**config.mk**
```make
export PLATFORM = sky130hd
export DESIGN_NAME = simd_mac_sched
export DESIGN_NICKNAME = d
export VERILOG_FILES = /design/src/rtl/simd_pkg.sv /design/src/rtl/sched_credit_cnt.sv /design/src/rtl/simd_mac_sched.sv
export SDC_FILE = /design/constraint.sdc
export NUM_CORES = 1
export LEC_CHECK = 0
export CORE_MARGIN = 2
export CORE_UTILIZATION = 51
export DETAILED_ROUTE_END_ITERATION = 6
export GPL_TIMING_DRIVEN = 0
export PLACE_DENSITY = 0.86
export SLEW_MARGIN = 20
export SYNTH_ARGS = -nofsm -noshare
export SYNTH_HDL_FRONTEND = slang
export SYNTH_SLANG_ARGS = --single-unit
```
**constraint.sdc**
```tcl
create_clock -name clk -period 3.2 [get_ports clk]
set_clock_uncertainty 0.2 [all_clocks]
set_input_delay 0.64 -clock clk [delete_from_list [all_inputs] [get_ports clk]]
set_output_delay 0.64 -clock clk [all_outputs]
set_load 0.005 [all_outputs]
```
**src/rtl/simd_pkg.sv**
```systemverilog
// Shared definitions for the SIMD MAC/nonlinear datapath and its issue scheduler.
package simd_pkg;

   // Operand width of one MAC lane.
   localparam int MAC_BW      = 8;

   // Default datapath latencies (issue to result) for the MAC and nonlinear modes.
   localparam int LAT_MAC_DEF = 2;
   localparam int LAT_NL_DEF  = 3;

   // Datapath mode select; MODE_MAC uses the short pipeline, the others the long one.
   typedef enum logic [1:0] {
      MODE_MAC = 2'b00,
      MODE_NL0 = 2'b01,
      MODE_NL1 = 2'b10,
      MODE_NL2 = 2'b11
   } simd_mode_t;

   // Scheduler FSM; encoding 2'b11 is unused and recovers to ST_IDLE.
   typedef enum logic [1:0] {
      ST_IDLE  = 2'b00,
      ST_DRAIN = 2'b01,
      ST_ISSUE = 2'b10
   } sched_state_t;

endpackage

```
**src/rtl/sched_credit_cnt.sv**
```systemverilog
// Credit counter for the downstream result buffer: one credit is spent per issued
// beat and returned per consumed result. A return while already full is dropped
// and latches a sticky error flag.
module sched_credit_cnt
   import simd_pkg::*;
#(
   parameter int CREDITS = 4,
   parameter int CW      = $clog2(CREDITS + 1)
) (
   input  logic clk,
   input  logic rst,
   input  logic inc_i,
   input  logic dec_i,
   output logic zero_o,
   output logic err_o
);

   localparam logic [CW-1:0] CNT_FULL = CW'(CREDITS);
   localparam logic [CW-1:0] CNT_ZERO = {CW{1'b0}};
   localparam logic [CW-1:0] CNT_ONE  = CW'(1);

   logic [CW-1:0] cnt_q, cnt_d;
   logic          err_q, err_d;

   assign zero_o = (cnt_q == CNT_ZERO);
   assign err_o  = err_q;

   // Next credit count and error flag; simultaneous spend and return cancel out.
   always_comb begin
      cnt_d = cnt_q;
      err_d = err_q;
      case ({inc_i, dec_i})
         2'b01: begin
            cnt_d = cnt_q - CNT_ONE;
         end
         2'b10: begin
            if (cnt_q == CNT_FULL) begin
               err_d = 1'b1;
            end else begin
               cnt_d = cnt_q + CNT_ONE;
            end
         end
         default: begin
            cnt_d = cnt_q;
         end
      endcase
   end

   // Credit and error registers; reset refills the buffer credits and clears the error.
   always_ff @(posedge clk) begin
      if (rst) begin
         cnt_q <= CNT_FULL;
         err_q <= 1'b0;
      end else begin
         cnt_q <= cnt_d;
         err_q <= err_d;
      end
   end

endmodule

```
**src/rtl/simd_mac_sched.sv**
```systemverilog
// Issue scheduler for the 64-lane SIMD MAC/nonlinear datapath. Accepts one job at a
// time, gates operand beats into the datapath under a credit limit, tracks beats in
// flight to tag results with valid/last, and drains the pipeline before any mode
// change so the shared demux/mux never switches under live data.
module simd_mac_sched
   import simd_pkg::*;
#(
   parameter int LAT_MAC = LAT_MAC_DEF,
   parameter int LAT_NL  = LAT_NL_DEF,
   parameter int BEATS_W = 8,
   parameter int CREDITS = 4
) (
   input  logic               clk,
   input  logic               rst,
   input  logic               job_valid,
   output logic               job_ready,
   input  logic [1:0]         job_mode,
   input  logic [BEATS_W-1:0] job_beats,
   input  logic               op_valid,
   output logic               op_ready,
   output logic               arr_en,
   output logic [1:0]         arr_mode,
   output logic               res_valid,
   output logic               res_last,
   output logic               job_done,
   input  logic               res_pop,
   output logic               busy,
   output logic               err
);

   localparam logic [BEATS_W-1:0] BEATS_ZERO = {BEATS_W{1'b0}};
   localparam logic [BEATS_W-1:0] BEATS_ONE  = BEATS_W'(1);
   localparam logic [LAT_NL-1:0]  PIPE_ZERO  = {LAT_NL{1'b0}};

   sched_state_t       state_q, state_d;
   simd_mode_t         mode_q, mode_d;
   simd_mode_t         pend_mode_q, pend_mode_d;
   logic [BEATS_W-1:0] rem_q, rem_d;
   logic [LAT_NL-1:0]  vld_q, vld_d;
   logic [LAT_NL-1:0]  lst_q, lst_d;

   simd_mode_t job_mode_s;
   logic       mac_mode_s;
   logic       pipe_empty_s;
   logic       cred_zero_s;
   logic       issue_s;

   assign job_mode_s   = simd_mode_t'(job_mode);
   assign mac_mode_s   = (mode_q == MODE_MAC);
   assign pipe_empty_s = (vld_q == PIPE_ZERO);

   // Handshakes: op_ready drops in the same cycle the credit register reaches zero.
   assign job_ready = (state_q == ST_IDLE);
   assign op_ready  = (state_q == ST_ISSUE) && !cred_zero_s;
   assign issue_s   = op_valid && op_ready;
   assign arr_en    = issue_s;
   assign arr_mode  = mode_q;

   // Result tags come from the tap matching the current mode's latency.
   assign res_valid = mac_mode_s ? vld_q[LAT_MAC-1] : vld_q[LAT_NL-1];
   assign res_last  = mac_mode_s ? lst_q[LAT_MAC-1] : lst_q[LAT_NL-1];
   assign job_done  = res_valid && res_last;
   assign busy      = (state_q != ST_IDLE) || !pipe_empty_s;

   sched_credit_cnt #(
      .CREDITS (CREDITS)
   ) u_credit (
      .clk    (clk),
      .rst    (rst),
      .inc_i  (res_pop),
      .dec_i  (issue_s),
      .zero_o (cred_zero_s),
      .err_o  (err)
   );

   // Job FSM: accept in IDLE, wait out in-flight beats before a mode switch, then issue.
   always_comb begin
      state_d     = state_q;
      mode_d      = mode_q;
      pend_mode_d = pend_mode_q;
      rem_d       = rem_q;
      case (state_q)
         ST_IDLE: begin
            if (job_valid && (job_beats != BEATS_ZERO)) begin
               rem_d = job_beats;
               if ((job_mode_s != mode_q) && !pipe_empty_s) begin
                  pend_mode_d = job_mode_s;
                  state_d     = ST_DRAIN;
               end else begin
                  mode_d  = job_mode_s;
                  state_d = ST_ISSUE;
               end
            end else begin
               state_d = ST_IDLE;
            end
         end
         ST_DRAIN: begin
            if (pipe_empty_s) begin
               mode_d  = pend_mode_q;
               state_d = ST_ISSUE;
            end else begin
               state_d = ST_DRAIN;
            end
         end
         ST_ISSUE: begin
            if (issue_s) begin
               rem_d = rem_q - BEATS_ONE;
               if (rem_q == BEATS_ONE) begin
                  state_d = ST_IDLE;
               end else begin
                  state_d = ST_ISSUE;
               end
            end else begin
               state_d = ST_ISSUE;
            end
         end
         default: begin
            state_d = ST_IDLE;
         end
      endcase
   end

   // In-flight tracker: shift valid/last toward the tap; stages past the MAC tap stay
   // clear in MAC mode so the pipeline reads empty as soon as the last result is out.
   always_comb begin
      vld_d    = PIPE_ZERO;
      lst_d    = PIPE_ZERO;
      vld_d[0] = issue_s;
      lst_d[0] = issue_s && (rem_q == BEATS_ONE);
      for (int i = 1; i < LAT_NL; i++) begin
         if (mac_mode_s && (i >= LAT_MAC)) begin
            vld_d[i] = 1'b0;
            lst_d[i] = 1'b0;
         end else begin
            vld_d[i] = vld_q[i-1];
            lst_d[i] = lst_q[i-1];
         end
      end
   end

   // State registers; reset discards every in-flight beat.
   always_ff @(posedge clk) begin
      if (rst) begin
         state_q     <= ST_IDLE;
         mode_q      <= MODE_MAC;
         pend_mode_q <= MODE_MAC;
         rem_q       <= BEATS_ZERO;
         vld_q       <= PIPE_ZERO;
         lst_q       <= PIPE_ZERO;
      end else begin
         state_q     <= state_d;
         mode_q      <= mode_d;
         pend_mode_q <= pend_mode_d;
         rem_q       <= rem_d;
         vld_q       <= vld_d;
         lst_q       <= lst_d;
      end
   end

endmodule
```
==> impl_results.rst, run 1 <==
.. list-table::
   :header-rows: 1

   * - Metric
     - Value
   * - Most used DFF post-synth
     - dfxtp_1
   * - Netlist cell types
     - 50
   * - Number of nets at the end of the flow
     - between 200 and 250
   * - Critical path's top delay family
     - simple AND/OR/NAND/NOR gates
   * - Via count of the first global-routing pass
     - ~1,300
   * - CTS tree
     - yes
   * - Residual overflow from global routing
     - 0
   * - Fraction of the cycle the final worst path needs
     - 89.6%
   * - Setup violators final
     - 0
   * - Post-route antenna net violation count
     - 0
   * - Post-synthesis instance total
     - approximately 160
   * - Sequential cell area fraction in the yosys report
     - between 30% and 40%
   * - Peak clock frequency supported by timing
     - approximately 0.35 GHz
   * - NetSw
     - 294 uW
   * - Total negative setup slack
     - 0 ps
   * - Parity-gate share of the synthesized area counting xor and xnor cells
     - roughly 1.9%
   * - Share of the synthesized area in compound gates (AO/OA/AOI/OAI)
     - about 26%
   * - Global-route wire length before repair
     - between 5 and 6 mm
   * - Buffers on Ports
     - 23
   * - Outcome
     - completed
   * - Number of DRC markers in iteration 0
     - 32
   * - Vias
     - between 1,000 and 1,500
   * - Buffer depth of the longest clock path
     - 2
   * - Buffers inserted by post-CTS timing repair
     - 0
   * - Post-synthesis mux area share
     - under 10%
   * - Leakage power summed over all cells
     - roughly 0.60 nW
   * - TritonCTS Buffers
     - 3
   * - Count of pins on the block boundary
     - 25
   * - Internal cell power
     - about 600 uW
   * - Resize count post-CTS
     - 0
   * - Most common cell after layout, fill and taps aside
     - dfxtp_1
   * - Num Clock Sinks
     - 24
   * - Arithmetic-cell share of the synthesized area counting full adders, half adders and majority gates
     - around 3.3%
   * - Diode insertion count for antenna repair
     - 0
   * - Endpoint required time on the critical path
     - 3210 ps
   * - Average wire per cell in the routed design
     - 15.9 um
   * - Weighted congestion at the end of routability-driven global placement
     - ~0.87
   * - Maximum fanout encountered on the critical timing path
     - 10
   * - Critical Path End Type
     - flop
   * - Simple-gate portion of the synthesized area
     - 26.3%
   * - Least-Margin Pin Slew
     - 758 ps
   * - Clock tree root driver cell
     - clkbuf_4
   * - Worst min-delay path category
     - flop to flop
   * - Switching power share of the total
     - between 30% and 40%
   * - Worst skew pair latency
     - between 300 and 400 ps
   * - Synth Register Bits
     - 24
   * - Dominant combinational cell family by area after synthesis
     - simple AND/OR/NAND/NOR gates
   * - Placement Rows
     - 18
   * - Die Wd
     - ~56 um
   * - Detail-routed via count per cell
     - just over 6
   * - Overall fraction of global-route tracks in use
     - between 20% and 30%
   * - Utilization after layout
     - about two thirds
   * - Cell area after technology mapping
     - ~1400 sq um
   * - Critical path data arrival time
     - between 2000 and 3000 ps
   * - Relative contribution of combinational cells to total power
     - between 30% and 40%
   * - Effective utilization at floorplan
     - around 55%
   * - Cell Chain, Critical Path
     - or3_1 -> nand3_4 -> buf_2 -> nand2_1 -> fa_1 -> o311a_1 -> or4_1
   * - Worst stage delay on the critical path
     - 440 ps
   * - Antenna violations before repair
     - 0
   * - Relative contribution of the clock network to total power
     - about a quarter
   * - Nature of the critical path startpoint
     - flop
   * - Core ar.
     - 2520 sq um
   * - Buffer and inverter count on the worst path
     - 1
   * - HPWL reported at the end of detailed placement
     - roughly 2.5 mm
   * - Die outline area
     - about 3100 sq um
   * - RSZ-0062 raised after global routing
     - no
   * - Most used cells in the layout excluding fill and tap cells
     - dfxtp_1 (24), clkdlybuf4s50_1 (23), a21oi_1 (20)
   * - IR drop worst, VDD
     - ~0.47 mV
   * - Area added between synthesis and finish
     - 23.3%
   * - Synth Net Count
     - roughly 180
   * - Pwr Density
     - roughly 530 nW/um^2
   * - Min Clock Period, post-route
     - 2870 ps
   * - Hold Vio Cnt, Final
     - 0
   * - H-tree depth
     - 1
   * - Yosys warning count
     - 0
   * - Mapped Avg Cell Area
     - 8.54 sq um
   * - Cts hold-fix bufs
     - 0
   * - Share of layout cells above drive strength 1
     - under 10%
   * - Max Transition Viols Final
     - 0
   * - Routed WL
     - 3.46 mm
   * - Clock slew at the register clock pins of the worst setup and hold paths
     - 140 ps
   * - Share of flip-flops with an asynchronous set or reset after synthesis
     - 0%
   * - Worst-case headroom to the max-slew limit
     - approximately 49%
   * - Die Ht
     - 55.9 um
   * - Detailed-router iteration count before antenna repair
     - 4
   * - EDFF count, synth
     - 0
   * - Slowest CP cell
     - fa_1
   * - Fraction of power consumed by sequential logic
     - about two fifths
   * - Pin count of the biggest net entering global routing
     - 15
   * - Reported max-cap violation count
     - 0
   * - Setup slack, reg-to-reg
     - ~330 ps
   * - Post-detailed-route DRC marker count
     - 0
   * - Critical Setup Path Class
     - flop to flop
registers in the layout, indices dropped and copies added (netlist names):
register and flops:
pend_mode_q 2, vld_q 3, rem_q 8, arr_mode 2, lst_q 3, u_credit.err_o 1
state_q 2, u_credit.cnt_q 3
worst paths after layout:
path,depth (start not counted),endpoint,startpoint
setup reg to reg,7,u_credit.cnt_q[2],u_credit.cnt_q[0]
hold / removal,1,lst_q[1],lst_q[0]
hold reg to reg,1,lst_q[1],lst_q[0]
setup / recovery,7,u_credit.cnt_q[2],u_credit.cnt_q[0]
Yosys cell counts (all sizes together) (2+ instances only):
master | number | area (sq um)
nand2 | 8 | 30.0
dfxtp | 24 | 480
mux2 | 2 | 22.5
xnor2 | 3 | 26.3
nor2b | 2 | 12.5
o21a | 2 | 15.0
and2 | 2 | 12.5
buf | 3 | 23.8
or4 | 3 | 26.3
o32ai | 7 | 68.8
ha | 2 | 25.0
and2b | 2 | 15.0
inv | 8 | 30.0
a21o | 2 | 15.0
a31oi | 2 | 12.5
clkbuf | 5 | 18.8
o211ai | 3 | 27.5
a211oi | 2 | 15.0
nor4 | 3 | 18.8
nand3 | 8 | 52.6
nand2b | 7 | 43.8
nor3b | 3 | 22.5
nor2 | 11 | 48.8
o221a | 2 | 22.5
a21oi | 20 | 100
o21ai | 2 | 10.0
nor3 | 8 | 40.0
power by group through the flow:
stage               clock network, mW  registers [mW]  logic (mW)
global placement                    0           0.369       0.284
CTS                             0.226           0.365       0.297
detailed placement                  0           0.372       0.293
floorplan                           0           0.364       0.200
global route                    0.240           0.372       0.330
finish                          0.225           0.366       0.300
kinds of logic after synthesis:
| kind of cell | count (synthesis) |
|---|---|
| DFF | 24 |
| AOI/OAI and AO/OA | 50 |
| xor gates and xnor gates | 3 |
| muxes | 3 |
| buffers and inverters | 16 |
| and+or+nand+nor | 62 |
| adders and majority gates | 3 |
through the flow:
stage / instance area [sq um] / instances / power, mW / hold slack, ps / setup slack (ps)
2_1_floorplan: 1380 / 161 / 0.564 / 214 / 598
3_3_place_gp: 1640 / 214 / 0.652 / 219 / 122
3_5_place_dp: 1640 / 214 / 0.665 / 233 / 45.0
4_1_cts: 1700 / 218 / 0.887 / 261 / 342
5_1_grt: 1700 / 218 / 0.942 / 283 / 239
6_report: 1700 / 218 / 0.892 / 259 / 334
layout make-up:
cell class,instances,area (sq um)
inverters,8,30.0
fillers,225,827
repair buffers,23,230
clock buffers,3,22.5
clock inverters,1,30.0
flip-flops and latches,24,480
well taps,30,37.5
multi-input cells,121,822
plain buffers,8,42.5
routing by layer:
metal | routed length, um | part of all wire (%) | GRT usage [%]
met1 | 1530 | 44 | 28.1
met4 | 74 | 2.1 | 9.18
met5 | 0 | 0 | 0
met2 | 1720 | 50 | 40.3
met3 | 138 | 4.0 | 5.58
(Power assumes the default switching activity.)
==> run 2: changes to the inputs <==
Clock period 3.2 ns to 2.95 ns, I/O delays scaled along.
==> impl_results.rst, run 2 (synthesis gave the netlist of run 1 again) <==
.. list-table::
   :header-rows: 1

   * - Metric
     - Value
   * - Outcome
     - completed
   * - Critical path data arrival time
     - around 2900 ps
   * - RSZ-0062 raised after global routing
     - no
   * - Resize count post-CTS
     - 0
   * - Hold Vio Cnt, Final
     - 0
   * - Maximum fanout encountered on the critical timing path
     - 10
   * - Utilization after layout
     - 67.3%
   * - Most used cells in the layout excluding fill and tap cells
     - dfxtp_1 (24), clkdlybuf4s50_1 (23), a21oi_1 (20)
   * - Vias
     - around 1,400
   * - Flip-flop count of the largest register, all copies and words added
     - 8
   * - Max Transition Viols Final
     - 0
   * - Design Area, Final
     - between 1500 and 2000 sq um
   * - Clock tree root driver cell
     - clkbuf_4
   * - Setup slack, reg-to-reg
     - roughly 110 ps
   * - Count of cells along the worst hold path
     - 1
   * - Worst skew pair latency
     - ~330 ps
   * - H-tree depth
     - 1
   * - Average wire per cell in the routed design
     - around 16 um
   * - Die Wd
     - approximately 56 um
   * - Post-detailed-placement cell area
     - roughly 1600 sq um
   * - Reg2reg start
     - u_credit.cnt_q[0]
   * - Placement Rows
     - 18
   * - Num Clock Sinks
     - 24
   * - Pwr Density
     - approximately 570 nW/um^2
   * - Buffer depth of the longest clock path
     - 2
   * - Least-Margin Pin Slew
     - 751 ps
   * - Count of pins on the block boundary
     - 25
   * - Worst flop-to-flop path endpoint
     - u_credit.cnt_q[2]
   * - Area added between synthesis and finish
     - 23.5%
   * - Critical Path End Type
     - flop
   * - Worst stage delay on the critical path
     - around 440 ps
   * - Routed WL
     - between 3 and 4 mm
   * - HPWL reported at the end of detailed placement
     - around 2.5 mm
   * - Weighted congestion at the end of routability-driven global placement
     - around 0.87
   * - Slowest CP cell
     - fa_1
   * - Detail-routed via count per cell
     - approximately 6.2
   * - Clock slew at the register clock pins of the worst setup and hold paths
     - around 140 ps
   * - Share of layout cells above drive strength 1
     - 9.57%
   * - Endpoint with the worst hold slack
     - lst_q[1]
   * - Buffers inserted by post-CTS timing repair
     - 0
   * - Worst hold slack
     - between 200 and 300 ps
   * - Pin count of the biggest net entering global routing
     - 15
   * - Detailed-router iteration count before antenna repair
     - 4
   * - Die outline area
     - approximately 3100 sq um
   * - Residual overflow from global routing
     - 0
   * - Worst slack after detailed placement
     - -155 ps
   * - Setup violators final
     - 0
   * - Post-route antenna net violation count
     - 0
   * - TritonCTS Buffers
     - 3
   * - Number of DRC markers in iteration 0
     - 40
   * - Min Clock Period, post-route
     - roughly 2800 ps
   * - Leakage power summed over all cells
     - 0.598 nW
   * - Number of filler instances in the final layout
     - ~220
   * - Endpoint required time on the critical path
     - 2960 ps
   * - Most flop-heavy register
     - rem_q
   * - Core ar.
     - around 2500 sq um
   * - Cell Chain, Critical Path
     - or3_1 -> nand3_4 -> clkbuf_4 -> nand2_1 -> fa_1 -> o311a_1 -> or4_1
   * - Worst-case headroom to the max-slew limit
     - roughly 50%
   * - Diode insertion count for antenna repair
     - 0
   * - Most common cell after layout, fill and taps aside
     - dfxtp_1
   * - Nature of the critical path startpoint
     - flop
   * - Reported max-cap violation count
     - 0
   * - Die Ht
     - 55.9 um
   * - Effective utilization at floorplan
     - 54.5%
   * - Hold path startpoint
     - lst_q[0]
   * - IR drop worst, VDD
     - 0.523 mV
   * - Fraction of the cycle the final worst path needs
     - between 90% and 100%
   * - Number of nets at the end of the flow
     - 207
   * - Worst min-delay path category
     - flop to flop
   * - Via count of the first global-routing pass
     - approximately 1,300
   * - Global-route wire length before repair
     - just under 6 mm
   * - Antenna violations before repair
     - 0
   * - Overall fraction of global-route tracks in use
     - around a quarter
   * - Total negative setup slack
     - 0 ps
   * - Number of cells traversed by the worst register-to-register path
     - 7
   * - Buffers on Ports
     - 23
   * - Cts hold-fix bufs
     - 0
   * - CTS tree
     - yes
   * - Post-detailed-route DRC marker count
     - 0
   * - Peak clock frequency supported by timing
     - about 0.35 GHz
   * - Critical Setup Path Class
     - flop to flop
   * - Final critical-path setup slack
     - about 110 ps
## run 2: through the flow
step | cells | power, mW
2_1_floorplan | 161 | 0.611
3_3_place_gp | 214 | 0.708
3_5_place_dp | 214 | 0.721
4_1_cts | 218 | 0.962
5_1_grt | 218 | 1.02
6_report | 218 | 0.967
## run 2: where the power goes
part	switching (mW)	leakage [nW]	internal (mW)
combinational	0.174	0.373	0.153
clock	0.106	0.0279	0.138
sequential	0.0391	0.196	0.358
## run 2: worst max-delay path by stage
stage,to,startpoint,depth (start not counted),slack (ps)
floorplan,u_credit.cnt_q[2],u_credit.cnt_q[0],7,350
detailed placement,u_credit.cnt_q[2],op_valid,7,-160
finish,u_credit.cnt_q[2],u_credit.cnt_q[0],7,110
global placement,u_credit.cnt_q[2],op_valid,7,-80
global route,u_credit.cnt_q[2],u_credit.cnt_q[0],7,10
CTS,u_credit.cnt_q[2],u_credit.cnt_q[0],7,100
## run 2: layout make-up
class | instances | area (sq um) | area share [%]
well taps | 30 | 37.5 | 2.21
clock inverters | 1 | 30.0 | 1.77
repair buffers | 23 | 230 | 13.6
inverters | 8 | 30.0 | 1.77
plain buffers | 8 | 45.0 | 2.65
clock buffers | 3 | 22.5 | 1.33
flip-flops and latches | 24 | 480 | 28.3
multi-input cells | 121 | 822 | 48.4
## run 2: metal layers
layer	GRT usage [%]	part of all wire, %	vias up
met3	5.58	5.5	9
li1	-	-	662
met2	40.3	49	46
met1	28.1	43	634
met4	9.18	2.1	0
met5	0	0	-
## run 2: critical path: cells and delay by family (launching register included)
kind	cells	cell delay [ps]
and+or+nand+nor	4	1090
adders and majority gates	1	440
DFF	1	400
AOI/OAI and AO/OA	1	350
buffers and inverters	1	240
==> run 3: changes to the inputs <==
Settings changed: ABC_CLOCK_PERIOD_IN_PS from default to 2950.
==> results of run 3 <==
Same layout as run 2: the final DEF is identical, and so are final timing and power.
